`src/rtl/dma_reg_readback.sv`:
```
// Read side of the DMA register slice: register readback, sticky interrupt status, frame counter and irq.
// Optional macro READ_CLEAR_STATUS_EN: a read of INTERRUPT_STATUS clears the bits it returns.
module dma_reg_readback #(
  parameter int ADDR_DECODER_WIDTH     = 8,
  parameter int LINE_GAP_WIDTH         = 32,
  parameter int CTRL_REG_WIDTH         = 8,
  parameter int GLBL_INT_EN_WIDTH      = 1,
  parameter int INTERRUPT_EN_WIDTH     = 4,
  parameter int INTERRUPT_STATUS_WIDTH = 4,
  parameter int FIFO_LVL_WIDTH         = 8
) (
  input  logic                              aclk,
  input  logic                              aresetn,
  input  logic                              mem_rd_req,
  input  logic [31:0]                       mem_rd_addr,
  output logic                              mem_rd_valid,
  output logic [31:0]                       mem_rd_data,
  input  logic [LINE_GAP_WIDTH-1:0]         line_gap,
  input  logic [CTRL_REG_WIDTH-1:0]         ctrl_reg,
  input  logic [GLBL_INT_EN_WIDTH-1:0]      glbl_int_en,
  input  logic [INTERRUPT_EN_WIDTH-1:0]     interrupt_en,
  input  logic [INTERRUPT_STATUS_WIDTH-1:0] interrupt_status_clr,
  input  logic [INTERRUPT_STATUS_WIDTH-1:0] interrupt_event,
  input  logic                              frame_done,
  input  logic [FIFO_LVL_WIDTH-1:0]         buff_fifo_level,
  input  logic                              buff_fifo_full,
  output logic [INTERRUPT_STATUS_WIDTH-1:0] interrupt_status,
  output logic                              irq
);

  localparam logic [ADDR_DECODER_WIDTH-1:0] OFF_CTRL_REG    = ADDR_DECODER_WIDTH'('h00);
  localparam logic [ADDR_DECODER_WIDTH-1:0] OFF_GLBL_INT_EN = ADDR_DECODER_WIDTH'('h04);
  localparam logic [ADDR_DECODER_WIDTH-1:0] OFF_INT_STATUS  = ADDR_DECODER_WIDTH'('h08);
  localparam logic [ADDR_DECODER_WIDTH-1:0] OFF_INT_EN      = ADDR_DECODER_WIDTH'('h0C);
  localparam logic [ADDR_DECODER_WIDTH-1:0] OFF_LINE_GAP    = ADDR_DECODER_WIDTH'('h10);
  localparam logic [ADDR_DECODER_WIDTH-1:0] OFF_FRAME_CNT   = ADDR_DECODER_WIDTH'('h14);
  localparam logic [ADDR_DECODER_WIDTH-1:0] OFF_BUFF_FIFO   = ADDR_DECODER_WIDTH'('h18);

  logic                              vld_p0;
  logic [ADDR_DECODER_WIDTH-1:0]     addr_p0;
  logic [31:0]                       rd_mux_p0;
  logic [31:0]                       frame_cnt;
  logic                              start_d;
  logic [INTERRUPT_STATUS_WIDTH-1:0] rdclr;
  logic [INTERRUPT_STATUS_WIDTH-1:0] int_en_ext;
  logic                              unused_addr_bits;

  assign unused_addr_bits = ^mem_rd_addr[31:ADDR_DECODER_WIDTH];
  assign int_en_ext       = INTERRUPT_STATUS_WIDTH'(interrupt_en);

  // Stage p0: capture request and decoded address bits
  always_ff @(posedge aclk or negedge aresetn) begin
    if (!aresetn) vld_p0 <= 1'b0;
    else          vld_p0 <= mem_rd_req;
  end

  always_ff @(posedge aclk) begin
    addr_p0 <= mem_rd_addr[ADDR_DECODER_WIDTH-1:0];
  end

  always_comb begin
    rd_mux_p0 = 32'h0;
    case (addr_p0)
      OFF_CTRL_REG:    rd_mux_p0 = 32'(ctrl_reg);
      OFF_GLBL_INT_EN: rd_mux_p0 = 32'(glbl_int_en);
      OFF_INT_STATUS:  rd_mux_p0 = 32'(interrupt_status);
      OFF_INT_EN:      rd_mux_p0 = 32'(interrupt_en);
      OFF_LINE_GAP:    rd_mux_p0 = 32'(line_gap);
      OFF_FRAME_CNT:   rd_mux_p0 = frame_cnt;
      OFF_BUFF_FIFO:   rd_mux_p0 = {buff_fifo_full, {(31-FIFO_LVL_WIDTH){1'b0}}, buff_fifo_level};
      default:         rd_mux_p0 = 32'h0;
    endcase
  end

`ifdef READ_CLEAR_STATUS_EN
  assign rdclr = (vld_p0 && (addr_p0 == OFF_INT_STATUS)) ? interrupt_status : '0;
`else
  assign rdclr = '0;
`endif

  // Stage p1: registered response; data holds between responses
  always_ff @(posedge aclk or negedge aresetn) begin
    if (!aresetn) begin
      mem_rd_valid <= 1'b0;
      mem_rd_data  <= 32'h0;
    end else begin
      mem_rd_valid <= vld_p0;
      if (vld_p0) mem_rd_data <= rd_mux_p0;
    end
  end

  // Events are ORed in last so they win over any same-cycle clear
  always_ff @(posedge aclk or negedge aresetn) begin
    if (!aresetn) begin
      interrupt_status <= '0;
      irq              <= 1'b0;
    end else begin
      interrupt_status <= (interrupt_status & ~interrupt_status_clr & ~rdclr) | interrupt_event;
      irq              <= glbl_int_en[0] & (|(interrupt_status & int_en_ext));
    end
  end

  always_ff @(posedge aclk or negedge aresetn) begin
    if (!aresetn) begin
      frame_cnt <= 32'h0;
      start_d   <= 1'b0;
    end else begin
      start_d <= ctrl_reg[0];
      if (ctrl_reg[0] && !start_d) frame_cnt <= 32'h0;
      else if (frame_done)         frame_cnt <= frame_cnt + 32'd1;
    end
  end

endmodule

```
`config.mk`:
```
export PLATFORM = sky130hd
export DESIGN_NAME = dma_reg_readback
export DESIGN_NICKNAME = d
export VERILOG_FILES = /design/src/rtl/dma_reg_readback.sv
export SDC_FILE = /design/constraint.sdc
export NUM_CORES = 1
export LEC_CHECK = 0
export ABC_AREA = 0
export ABC_CLOCK_PERIOD_IN_PS = 1760
export CAP_MARGIN = 5
export CORE_ASPECT_RATIO = 0.7
export CORE_MARGIN = 5
export CORE_UTILIZATION = 42
export CTS_BUF_LIST = sky130_fd_sc_hd__clkbuf_8
export CTS_CLUSTER_DIAMETER = 30
export DETAILED_ROUTE_END_ITERATION = 8
export PLACE_DENSITY = 0.79
export SYNTH_ARGS = -nofsm -noshare
export SYNTH_HDL_FRONTEND = slang
export SYNTH_SLANG_ARGS = --single-unit
```
`constraint.sdc`:
```
create_clock -name aclk -period 1.76 [get_ports aclk]
set_input_delay 0.176 -clock aclk [delete_from_list [all_inputs] [get_ports aclk]]
set_output_delay 0.176 -clock aclk [all_outputs]
set_load 0.005 [all_outputs]
```
## Word level (Yosys, flattened, before mapping)

Cells that the tools add are included.

| word-level totals | value |
|---|---|
| register bits | 80 |
| output and inout bits | 38 |

| cells by class | value |
|---|---|
| add/sub/neg operators | 1 |
| eq/ne operators | 6 |
| mux-type cells | 3 |
| bitwise logic cells | 5 |
| reduce and logical (&&, ||, !) cells | 5 |

Operator list:

| cell | count |
|---|---|
| $pmux W32 S7 | 1 |
| $mux W32 | 2 |
| $add A32 B1 Y32 const B | 1 |
| $eq A8 B5 Y1 const B | 3 |
| $eq A8 B4 Y1 const B | 2 |
| $and A4 B4 Y4 | 2 |
| $eq A8 B3 Y1 const B | 1 |
| $logic_not A8 Y1 | 1 |
| $not A4 Y4 | 1 |
| $or A4 B4 Y4 | 1 |
| $reduce_or A4 Y1 | 1 |
| $reduce_bool A2 Y1 | 1 |
| $and A1 B1 Y1 | 1 |
| $logic_and A1 B1 Y1 | 1 |
| $logic_not A1 Y1 | 1 |

## Depth between registers and ports, before layout

Gate-level depths: netlist (run 1).

| logic depth | value |
|---|---|
| depth after elaboration | 3 |
| depth in mapped cells | 7 |
| mapped depth without buffers | 5 |

## Worst setup path before layout (run 1)

Ideal clock, no wire load.

| timing path | value |
|---|---|
| kind | register to register |
| start point | reg frame_cnt[0] |
| end point | reg frame_cnt[30] |
| library setup time | 0.078 ns |
| arrival | 1.662 ns |
| data required time | 1.682 ns |
| setup slack | 0.020 ns |
| cell stages (with the launch flop) | 6 |
| path buffers | 0 |
| clock period less this slack | 1.740 ns |
| cell sequence | dfrtp_1 -> ha_1 -> and4_1 -> nand4_2 -> or4_1 -> a21oi_1 |

| between the ends | value |
|---|---|
| cells in the longest elaborated chain, start to end | 3 |

Ends and longest elaborated chain:

| item | line | source |
|---|---|---|
| start, declared | 42 | `logic [31:0] frame_cnt;` |
| start signal, assigned | 110 | `else if (frame_done) frame_cnt <= frame_cnt + 32'd1;` |
| $add A32 B1 Y32 | 110 |  |
| $mux W32 | 110 |  |
| $mux W32 | 109 | `if (ctrl_reg[0] && !start_d) frame_cnt <= 32'h0;` |

No other way between the ends. The select of a mux whose other input is x is not followed.
A chain may end at the register's enable or synchronous reset.

## Final worst setup path (run 1)

| timing path | value |
|---|---|
| start point | reg frame_cnt[13] |
| end point | reg frame_cnt[31] |

The elaborated chain is that of the path after synthesis.

==> results of run 1 <==
## final timing paths
kind / to / cells after the start
setup / recovery: frame_cnt[31]$_DFFE_PN0P_ / 4
hold / removal: addr_p0[3]$_DFF_P_ / 1
setup reg to reg: frame_cnt[31]$_DFFE_PN0P_ / 4
hold reg to reg: mem_rd_valid$_DFF_PN0_ / 0
max in group asynchronous: mem_rd_data[24]$_DFFE_PN0P_ / 3
min in group asynchronous: interrupt_status[1]$_DFF_PN0_ / 3
## cell type report
class                      instances  area (um^2)  area share [%]
timing repair buffer             173         1630            28.0
sequential                        80         1960            33.7
tap                              124          155            2.66
clock inverter                     5         63.8            1.10
multi-input combinational        245         1820            31.3
clock buffer                      11          151            2.60
inverter                          10         37.5           0.645
## cell usage in the layout, fill, tap and decap left out, types with 11 or more instances in the layout
cell / instances
a21oi_1: 17
o2bb2ai_1: 29
clkbuf_8: 11
nand2_1: 14
clkdlybuf4s50_1: 110
buf_4: 55
nand4_1: 11
dfrtp_1: 72
a22oi_1: 28
nor2_1: 17
## stage by stage
step | cells | power (W)
after floorplan | 358 | 0.00213
after global placement | 617 | 0.00249
after detailed placement | 617 | 0.00250
after CTS | 636 | 0.00395
after global routing | 648 | 0.00409
final | 648 | 0.00394
## cells by family (layout without fill, tap and decap cells)
kind of cell,count (synthesis),in the layout,share of synthesized area [%]
buffers and inverters,36,199,4.00
XOR/XNOR,13,13,2.99
multiplexers,11,11,3.35
flip-flops,80,80,51.4
AO/OA/AOI/OAI,118,118,22.5
adder cells (fa/ha/maj),1,1,0.328
AND/OR/NAND/NOR,99,102,15.4
## critical path: cells and delay by family (launching register included)
family           cells  cell delay, ns
AND/OR/NAND/NOR      3            1.11
AO/OA/AOI/OAI        1            0.16
flip-flops           1            0.42
## sequential cells by signal, summed over array words and instances (netlist names)
register,cells
addr_p0,8
frame_cnt,32
interrupt_status,4
irq,1
mem_rd_data,32
mem_rd_valid,1
start_d,1
vld_p0,1
## synthesized netlist by cell type, types with 11 or more instances
master,count
dfrtp_1,72
nor2_1,17
a22oi_1,28
nand2_1,14
nand4_1,11
clkbuf_1,17
o2bb2ai_1,29
a21oi_1,23
## report_power, final
part | internal (W) | switching, W
Sequential | 0.00188 | 0.0000396
Combinational | 0.000317 | 0.000248
Clock | 0.000743 | 0.000711
Total | 0.00294 | 0.000998
## what timing repair did
action                                 4_1_cts  5_1_grt
setup endpoints to repair                   34       42
setup buffers                                0       11
gates resized for setup                      8       18
pin swaps                                    1        7
hold buffers                                 1        0
gates cloned                                 2        1
endpoints found under the hold margin       72        0
## routing by layer
metal	share of wire, %	vias up
met5	0	-
met4	2.6	0
met3	8.3	32
met2	46	179
met1	43	1844
li1	-	1703
==> reports/qor.yml, run 1 <==
logic_synthesis:
  ys_types: 42
  netlist_area_um2: 3810
  synthTopCellsByArea: "dfrtp_1, o2bb2ai_1, a22oi_1"
  synth_top_area_share_pct: 47.2
  ys_seq_area_share_pct: 51.4
  syn_avg_cell_area_um2: 10.7
  yosys_warnings: 0
  yosys_most_used_dff: "dfrtp_1"
  synth-edff-count: 0
  synth_nets: 457
  async_reset_ff_share_pct: 90.0
  synth_top_cell_by_area: "dfrtp_1"
  ys_seq_elements: 80
  synth_cells: 358
finish:
  fin_util_pct: 65.0
  fillers: 665
  design_area_um2: 5820
  synthToLayoutAreaGrowth_pct: 52.7
  n_antenna_cell: 0
  drive_gt1_share_pct: 20.4
  nNetsFinal: 618
global_route:
  use_met3_pct: 5.52
  overflow: 0
  antenna_found_initial: 0
  grt_usage_pct: 21.8
  grtUsageMet2_pct: 32.5
  grt_pass1_vias: 3530
  grt.busiest_layer: "met2"
  gr-usage-met1_pct: 31.7
  grt_pass1_wl_mm: 19.1
  grt_max_degree: 73
setup_path:
  crit_type: "flop to flop"
  critPathCaptureType: "flop"
  slowest_stage: "or4_1"
  required_ns: 2.05
  critPathLaunchType: "flop"
  critPathArrivalTime_ns: 2.03
  r2r_start: "frame_cnt[13]$_DFFE_PN0P_"
  max_stage_delay_ns: 0.51
  critPathLaunch: "frame_cnt[13]$_DFFE_PN0P_"
  cp_cell_sequence: "nand4_4 > or3_4 > or4_1 > a21oi_2"
  cp_max_fo: 6
  ff2ff_setup_slack_ns: 0.02
clock_tree:
  htree_levels: 3
  max-clock-path-buffers: 2
  ctsRootBufferMaster: "clkbuf_8"
  clk_latency_ns: 0.36
  clock-sinks: 80
  cts_buffers: 9
  cts_tree: "done"
  clk_pin_slew_worst_paths_ns: 0.09
detailed_routing:
  drc_errors: 0
  drt_wl_total_mm: 12.4
  via_per_inst: 5.80
  first_pass_iters: 5
  wl_per_cell_um: 19.1
  route.antenna.remaining_nets: 0
  drt_iter0_markers: 313
  vias: 3758
flow_run:
  maxCapViolations: 0
sta:
  finalSetupViolCount: 0
  setup_ws_ns: 0.0157
  fmaxAchievable_mhz: 573
  tns_ns: 0
  fin_crit_sh_pct: 99.1
  period_needed_ns: 1.74
  holdWs_ns: 0.249
  fin_skew_ns: 0.00634
  worstMarginPinSlew_ns: 0.406
  slew_violations: 0
  hold_violations: 0
  maxSlewHeadroom_pct: 72.9
  rsz0062_at_grt: "true"
placed_design:
  gp_congestion: 0.918
  portBuffers: 111
  dpl_worst_slack_ns: -0.273
  placed_area_um2: 5390
  dp_hpwl_mm: 8.64
floorplanning:
  rows: 29
  start_util_pct: 42.6
  io_pins: 136
  die_area_um2: 11100
  fp.coreArea_um2: 8960
  fp.dieH_um: 89.7
  die_x_um: 124
power_and_ir_drop:
  leakage_nw: 2.41
  vdd_ir_drop_max_mv: 0.693
  powerDensity_nw_per_um2: 677
status:
  status: "completed"
min_path:
  min_path_type: "input pin to flop"
  hp-start: "mem_rd_addr[3]"
Note: power is estimated with default switching activity, not from simulation.
==> run 2, diff against run 1 <==
- PLACE_DENSITY: 0.79 -> unset
- PLACE_DENSITY_LB_ADDON: unset -> 0.05
==> run 2 against run 1 <==
Effect of this change:
- global-route usage decreased by 0.78 points
- highest routed layer unchanged
- non-clock buffer count up 1
- final area grew 0.28%
- first-iteration DRC count is 23% lower
- clock power increased by 5%
- clock skew rose by 0.0036 ns
- core utilization is 0.18 points higher
- hold slack improved by 0.0065 ns
- combinational power decreased by 3%
- setup slack gained 0.027 ns
- wire length decreased by 4.1%
==> reports/qor.yml, run 2 (synthesis gave the netlist of run 1 again) <==
status:
  status: "completed"
detailed_routing:
  wl_per_cell_um: 18.4
  route.antenna.remaining_nets: 0
  drt_wl_total_mm: 11.9
  vias: 3673
  drt_iter0_markers: 240
  via_per_inst: 5.67
  first_pass_iters: 5
  drc_errors: 0
sta:
  worstMarginPinSlew_ns: 0.496
  tns_ns: 0
  maxSlewHeadroom_pct: 66.9
  period_needed_ns: 1.72
  hold_violations: 0
  fmaxAchievable_mhz: 582
  slew_violations: 0
  fin_skew_ns: 0.00998
  finalSetupViolCount: 0
  fin_crit_sh_pct: 97.6
  rsz0062_at_grt: "true"
clock_tree:
  clk_latency_ns: 0.36
  ctsRootBufferMaster: "clkbuf_8"
  cts_buffers: 9
  cts_tree: "done"
  clock-sinks: 80
  htree_levels: 3
  max-clock-path-buffers: 2
  clk_pin_slew_worst_paths_ns: 0.07
power_and_ir_drop:
  power_frac_clock_pct: 38.0
  p_sw_w: 0.000928
  leakage_nw: 2.42
  p_seq_share_pct: 48.2
  vdd_ir_drop_max_mv: 0.438
  powerDensity_nw_per_um2: 684
  power.share.switching_pct: 23.2
  p_int_w: 0.00307
  combPwrFrac_pct: 13.7
flow_run:
  maxCapViolations: 0
setup_path:
  critPathCaptureType: "flop"
  path_delay_family: "simple AND/OR/NAND/NOR gates"
  r2r_start: "frame_cnt[16]$_DFFE_PN0P_"
  required_ns: 2.04
  r2r-end: "frame_cnt[29]$_DFFE_PN0P_"
  r2r_cells: 4
  ff2ff_setup_slack_ns: 0.04
  critPathLaunchType: "flop"
  cp_cell_sequence: "nand4_4 > or3_4 > or4_1 > a21oi_2"
  cp_max_fo: 7
  cp_num_buf_inv: 0
  slowest_stage: "or4_1"
  critPathArrivalTime_ns: 2.00
  max_stage_delay_ns: 0.50
  crit_type: "flop to flop"
finish:
  synthToLayoutAreaGrowth_pct: 53.1
  n_antenna_cell: 0
  nNetsFinal: 619
  mostFrequentLayoutCells: "clkdlybuf4s50_1, dfrtp_1, buf_4, o2bb2ai_1, a22oi_1"
  final_cells: 648
  mostFrequentLayoutCell: "clkdlybuf4s50_1"
  drive_gt1_share_pct: 20.2
  reg_top3: "frame_cnt: 32 flops, mem_rd_data: 32 flops, addr_p0: 8 flops"
floorplanning:
  die_area_um2: 11100
  io_pins: 136
  start_util_pct: 42.6
  rows: 29
  fp.coreArea_um2: 8960
  die_x_um: 124
  fp.dieH_um: 89.7
global_route:
  grt_usage_pct: 21.0
  grt_pass1_vias: 3528
  grt_max_degree: 37
  overflow: 0
  antenna_found_initial: 0
  grt_pass1_wl_mm: 18.5
placed_design:
  portBuffers: 111
  dp_hpwl_mm: 8.49
  gp_congestion: 0.798
  place_inst: 622
min_path:
  whs_endpoint: "addr_p0[4]$_DFF_P_"
  min_path_type: "input pin to flop"
  hp-start: "mem_rd_addr[4]"
  hold_depth: 1
[run 2: cell count changes in the layout (fill, tap and decap cells not counted), moves of 2 or more]
cell,delta
buf_12,+2
clkinv_4,-2
dfxtp_1,-2
dfxtp_2,+2
or4_1,+2
or4_4,-2
[run 2: worst max-delay path by stage]
stage,from,end,slack [ns],depth (start not counted)
floorplan,frame_cnt[0]$_DFFE_PN0P_,frame_cnt[30]$_DFFE_PN0P_,0.02,5
global placement,frame_done,frame_cnt[18]$_DFFE_PN0P_,-0.27,6
detailed placement,frame_done,frame_cnt[18]$_DFFE_PN0P_,-0.33,6
CTS,frame_cnt[0]$_DFFE_PN0P_,frame_cnt[18]$_DFFE_PN0P_,0.02,6
global route,frame_cnt[16]$_DFFE_PN0P_,frame_cnt[29]$_DFFE_PN0P_,-0.03,4
finish,frame_cnt[16]$_DFFE_PN0P_,frame_cnt[29]$_DFFE_PN0P_,0.04,4
[run 2: layout make-up]
class                   count  area [um^2]
clock buffers              11          151
clock inverters             4         68.8
fillers                   742         3120
inverters                  10         37.5
multi-input cells         245         1800
flip-flops and latches     80         1960
well taps                 124          155
repair buffers            174         1660
[run 2: per-stage QoR]
step | instance area, um^2 | hold slack (ns) | utilization (%) | power [W] | setup WS, ns
after floorplan | 3810 | -0.120 | - | 0.00213 | 0.0200
after global routing | 5840 | 0.238 | 65.2 | 0.00415 | -0.0312
final | 5840 | 0.256 | 65.2 | 0.00399 | 0.0429
after global placement | 5450 | 0.173 | 60.8 | 0.00250 | -0.274
after CTS | 5700 | 0.245 | 63.5 | 0.00402 | 0.0183
after detailed placement | 5450 | 0.171 | 60.8 | 0.00250 | -0.326
[run 2: timing repair]
| action | 4_1_cts | 5_1_grt |
|---|---|---|
| buffers inserted | 0 | 7 |
| pin swaps | 1 | 6 |
| gates resized for setup | 3 | 19 |
| setup endpoints to repair | 9 | 40 |
| hold buffers | 1 | 0 |
| endpoints found under the hold margin | 33 | 0 |
| cloned | 0 | 3 |
[run 2: power by group through the flow]
| stage | Clock [W] | Combinational [W] | Sequential, W |
|---|---|---|---|
| after floorplan | 0 | 0.000160 | 0.00197 |
| after global placement | 0 | 0.000536 | 0.00196 |
| after detailed placement | 0 | 0.000541 | 0.00196 |
| after CTS | 0.00155 | 0.000545 | 0.00192 |
| after global routing | 0.00162 | 0.000595 | 0.00194 |
| final | 0.00152 | 0.000548 | 0.00193 |
[run 2: routing by layer]
layer / vias up / part of all wire, % / GRT usage (%)
met1: 1820 / 49 / 32.3
li1: 1705 / - / -
met2: 129 / 43 / 29.2
met5: - / 0 / 0
met3: 19 / 6.9 / 5.65
met4: 0 / 1.2 / 4.83
==> run 3, diff against run 2 <==
- PLACE_DENSITY: unset -> 0.9
- PLACE_DENSITY_LB_ADDON: 0.05 -> unset
==> run 3 against run 2 <==
Effect of this change:
- wire length is 7.7% higher
- the flow now finishes with violations (setup timing)
- combinational power is 4.6% higher
- largest cell class unchanged
- first-iteration DRC count is 35% higher
- critical path depth stayed put
- global-route usage is 1.1 points higher
- sequential power hardly changed
- sequential share of layout area is 0.050 points lower
- fmax is 5.2% lower
- clock-buffer cell count is 1 lower
- final area hardly changed
- largest power group unchanged
- clock power is 16% lower
- via count is 5.4% higher
==> reports/qor.yml, run 3 (synthesis gave the netlist of run 1 again) <==
setup_path:
  required_ns: 2.06
  critPathLaunch: "frame_cnt[19]$_DFFE_PN0P_"
  ff2ff_setup_slack_ns: -0.05
  r2r-end: "frame_cnt[30]$_DFFE_PN0P_"
  r2r_start: "frame_cnt[19]$_DFFE_PN0P_"
  cp_num_buf_inv: 0
  max_stage_delay_ns: 0.53
  cp_cell_sequence: "nand4_1 > or3_4 > or4_4 > a21oi_2"
  crit_end: "frame_cnt[30]$_DFFE_PN0P_"
  critPathArrivalTime_ns: 2.11
  path_delay_family: "simple AND/OR/NAND/NOR gates"
  slowest_stage: "or4_4"
  critPathLaunchType: "flop"
  r2r_cells: 4
  critPathCaptureType: "flop"
  cp_max_fo: 5
  crit_type: "flop to flop"
  cp.depth: 4
finish:
  mostFrequentLayoutCells: "clkdlybuf4s50_1, dfrtp_1, buf_4, o2bb2ai_1, a22oi_1"
  fillers: 668
  drive_gt1_share_pct: 21.9
  reg_top3: "frame_cnt: 32 flops, mem_rd_data: 32 flops, addr_p0: 8 flops"
  seq_area_um2: 1960
  multiInputGateArea_um2: 1880
  n_antenna_cell: 0
  synthToLayoutAreaGrowth_pct: 53.1
  nNetsFinal: 618
  mostFrequentLayoutCell: "clkdlybuf4s50_1"
clock_tree:
  max-clock-path-buffers: 2
  clk_pin_slew_worst_paths_ns: 0.10
  cts_tree: "done"
  clk_latency_ns: 0.38
  cts_buffers: 9
  htree_levels: 3
  clock-sinks: 80
  ctsRootBufferMaster: "clkbuf_8"
sta:
  fin_skew_ns: 0.0180
  holdWs_ns: 0.248
  worstMarginPinSlew_ns: 0.492
  hold_violations: 0
  period_needed_ns: 1.81
  setup_ws_ns: -0.0515
  maxSlewHeadroom_pct: 67.2
  slew_violations: 0
  rsz0062_at_grt: "true"
  fmaxAchievable_mhz: 552
  fin_crit_sh_pct: 103
  finalSetupViolCount: 4
detailed_routing:
  wl_per_cell_um: 19.8
  drt_iter0_markers: 324
  via_per_inst: 5.98
  drt_wl_total_mm: 12.8
  vias: 3872
  route.antenna.remaining_nets: 0
  first_pass_iters: 5
  drc_errors: 0
placed_design:
  portBuffers: 111
  gp_congestion: 0.879
  dp_hpwl_mm: 8.87
floorplanning:
  die_x_um: 124
  fp.coreArea_um2: 8960
  die_area_um2: 11100
  start_util_pct: 42.6
  fp.dieH_um: 89.7
  io_pins: 136
  rows: 29
global_route:
  grt_max_degree: 39
  grt_pass1_wl_mm: 19.3
  antenna_found_initial: 0
  grt_usage_pct: 22.0
  overflow: 0
  grt_pass1_vias: 3820
power_and_ir_drop:
  powerDensity_nw_per_um2: 646
  power_w: 0.00377
  vdd_ir_drop_max_mv: 0.512
  leakage_nw: 2.41
flow_run:
  maxCapViolations: 0
min_path:
  min_path_type: "input pin to flop"
status:
  status: "complete, but fails checks"
  violations: "setup timing"
==> run 3: changes by cell type in the layout (fill, tap and decap cells not counted), sizes merged <==
cell and delta:
clkinv +1, buf -2, inv +1, clkbuf -1, clkinvlp +2, nand4 +1
bufinv -2
==> run 3: how the worst min path moves through the flow <==
stage                         startpoint                       end  slack [ns]  depth (start not counted)
after floorplan                  aresetn  frame_cnt[0]$_DFFE_PN0P_       -0.12                          0
after global placement           aresetn    mem_rd_valid$_DFF_PN0_        0.16                          1
after detailed placement         aresetn    mem_rd_valid$_DFF_PN0_        0.16                          1
after CTS                 mem_rd_addr[3]        addr_p0[3]$_DFF_P_        0.24                          1
after global routing      mem_rd_addr[2]        addr_p0[2]$_DFF_P_        0.23                          1
final                         mem_rd_req          vld_p0$_DFF_PN0_        0.25                          1
==> run 3: power breakdown <==
group	internal [W]	switching, W	leakage (nW)	total (W)
clock	0.000555	0.000715	0.0903	0.00127
combinational	0.000322	0.000251	1.27	0.000573
sequential	0.00189	0.0000434	1.05	0.00193
==> run 3: timing repair <==
action	in CTS	in global routing
setup endpoints to repair	10	25
gates cloned	1	3
pin swaps	2	11
endpoints found under the hold margin	34	0
gates resized for setup	4	30
buffers inserted	0	7
hold buffers	1	0
==> run 3: area by class of cell <==
cell class / instances / area share, %
Sequential cell: 80 / 33.6
Multi-Input combinational cell: 246 / 32.2
Timing Repair Buffer: 172 / 27.8
Tap cell: 124 / 2.66
Clock buffer: 10 / 2.36
Clock inverter: 6 / 0.771
Inverter: 10 / 0.643
==> run 3: metal layers <==
layer	vias to the layer above	GRT usage, %	wire length [um]
met4	0	6.38	334
met3	33	6.96	1250
li1	1710	-	-
met1	1894	28.9	5130
met5	-	0	0
met2	235	35.0	6090
==> run 3: stage by stage <==
step	util (%)	worst slack, ns	cells	TNS, ns	instance area, um^2
5_1_grt	65.2	-0.0952	648	-0.596	5840
6_report	65.2	-0.0515	648	-0.108	5840
3_3_place_gp	60.4	-0.262	620	-4.19	5410
3_5_place_dp	60.4	-0.361	620	-5.50	5410
4_1_cts	62.9	-0.00327	638	-0.00327	5640
2_1_floorplan	-	0.0200	358	0	3810
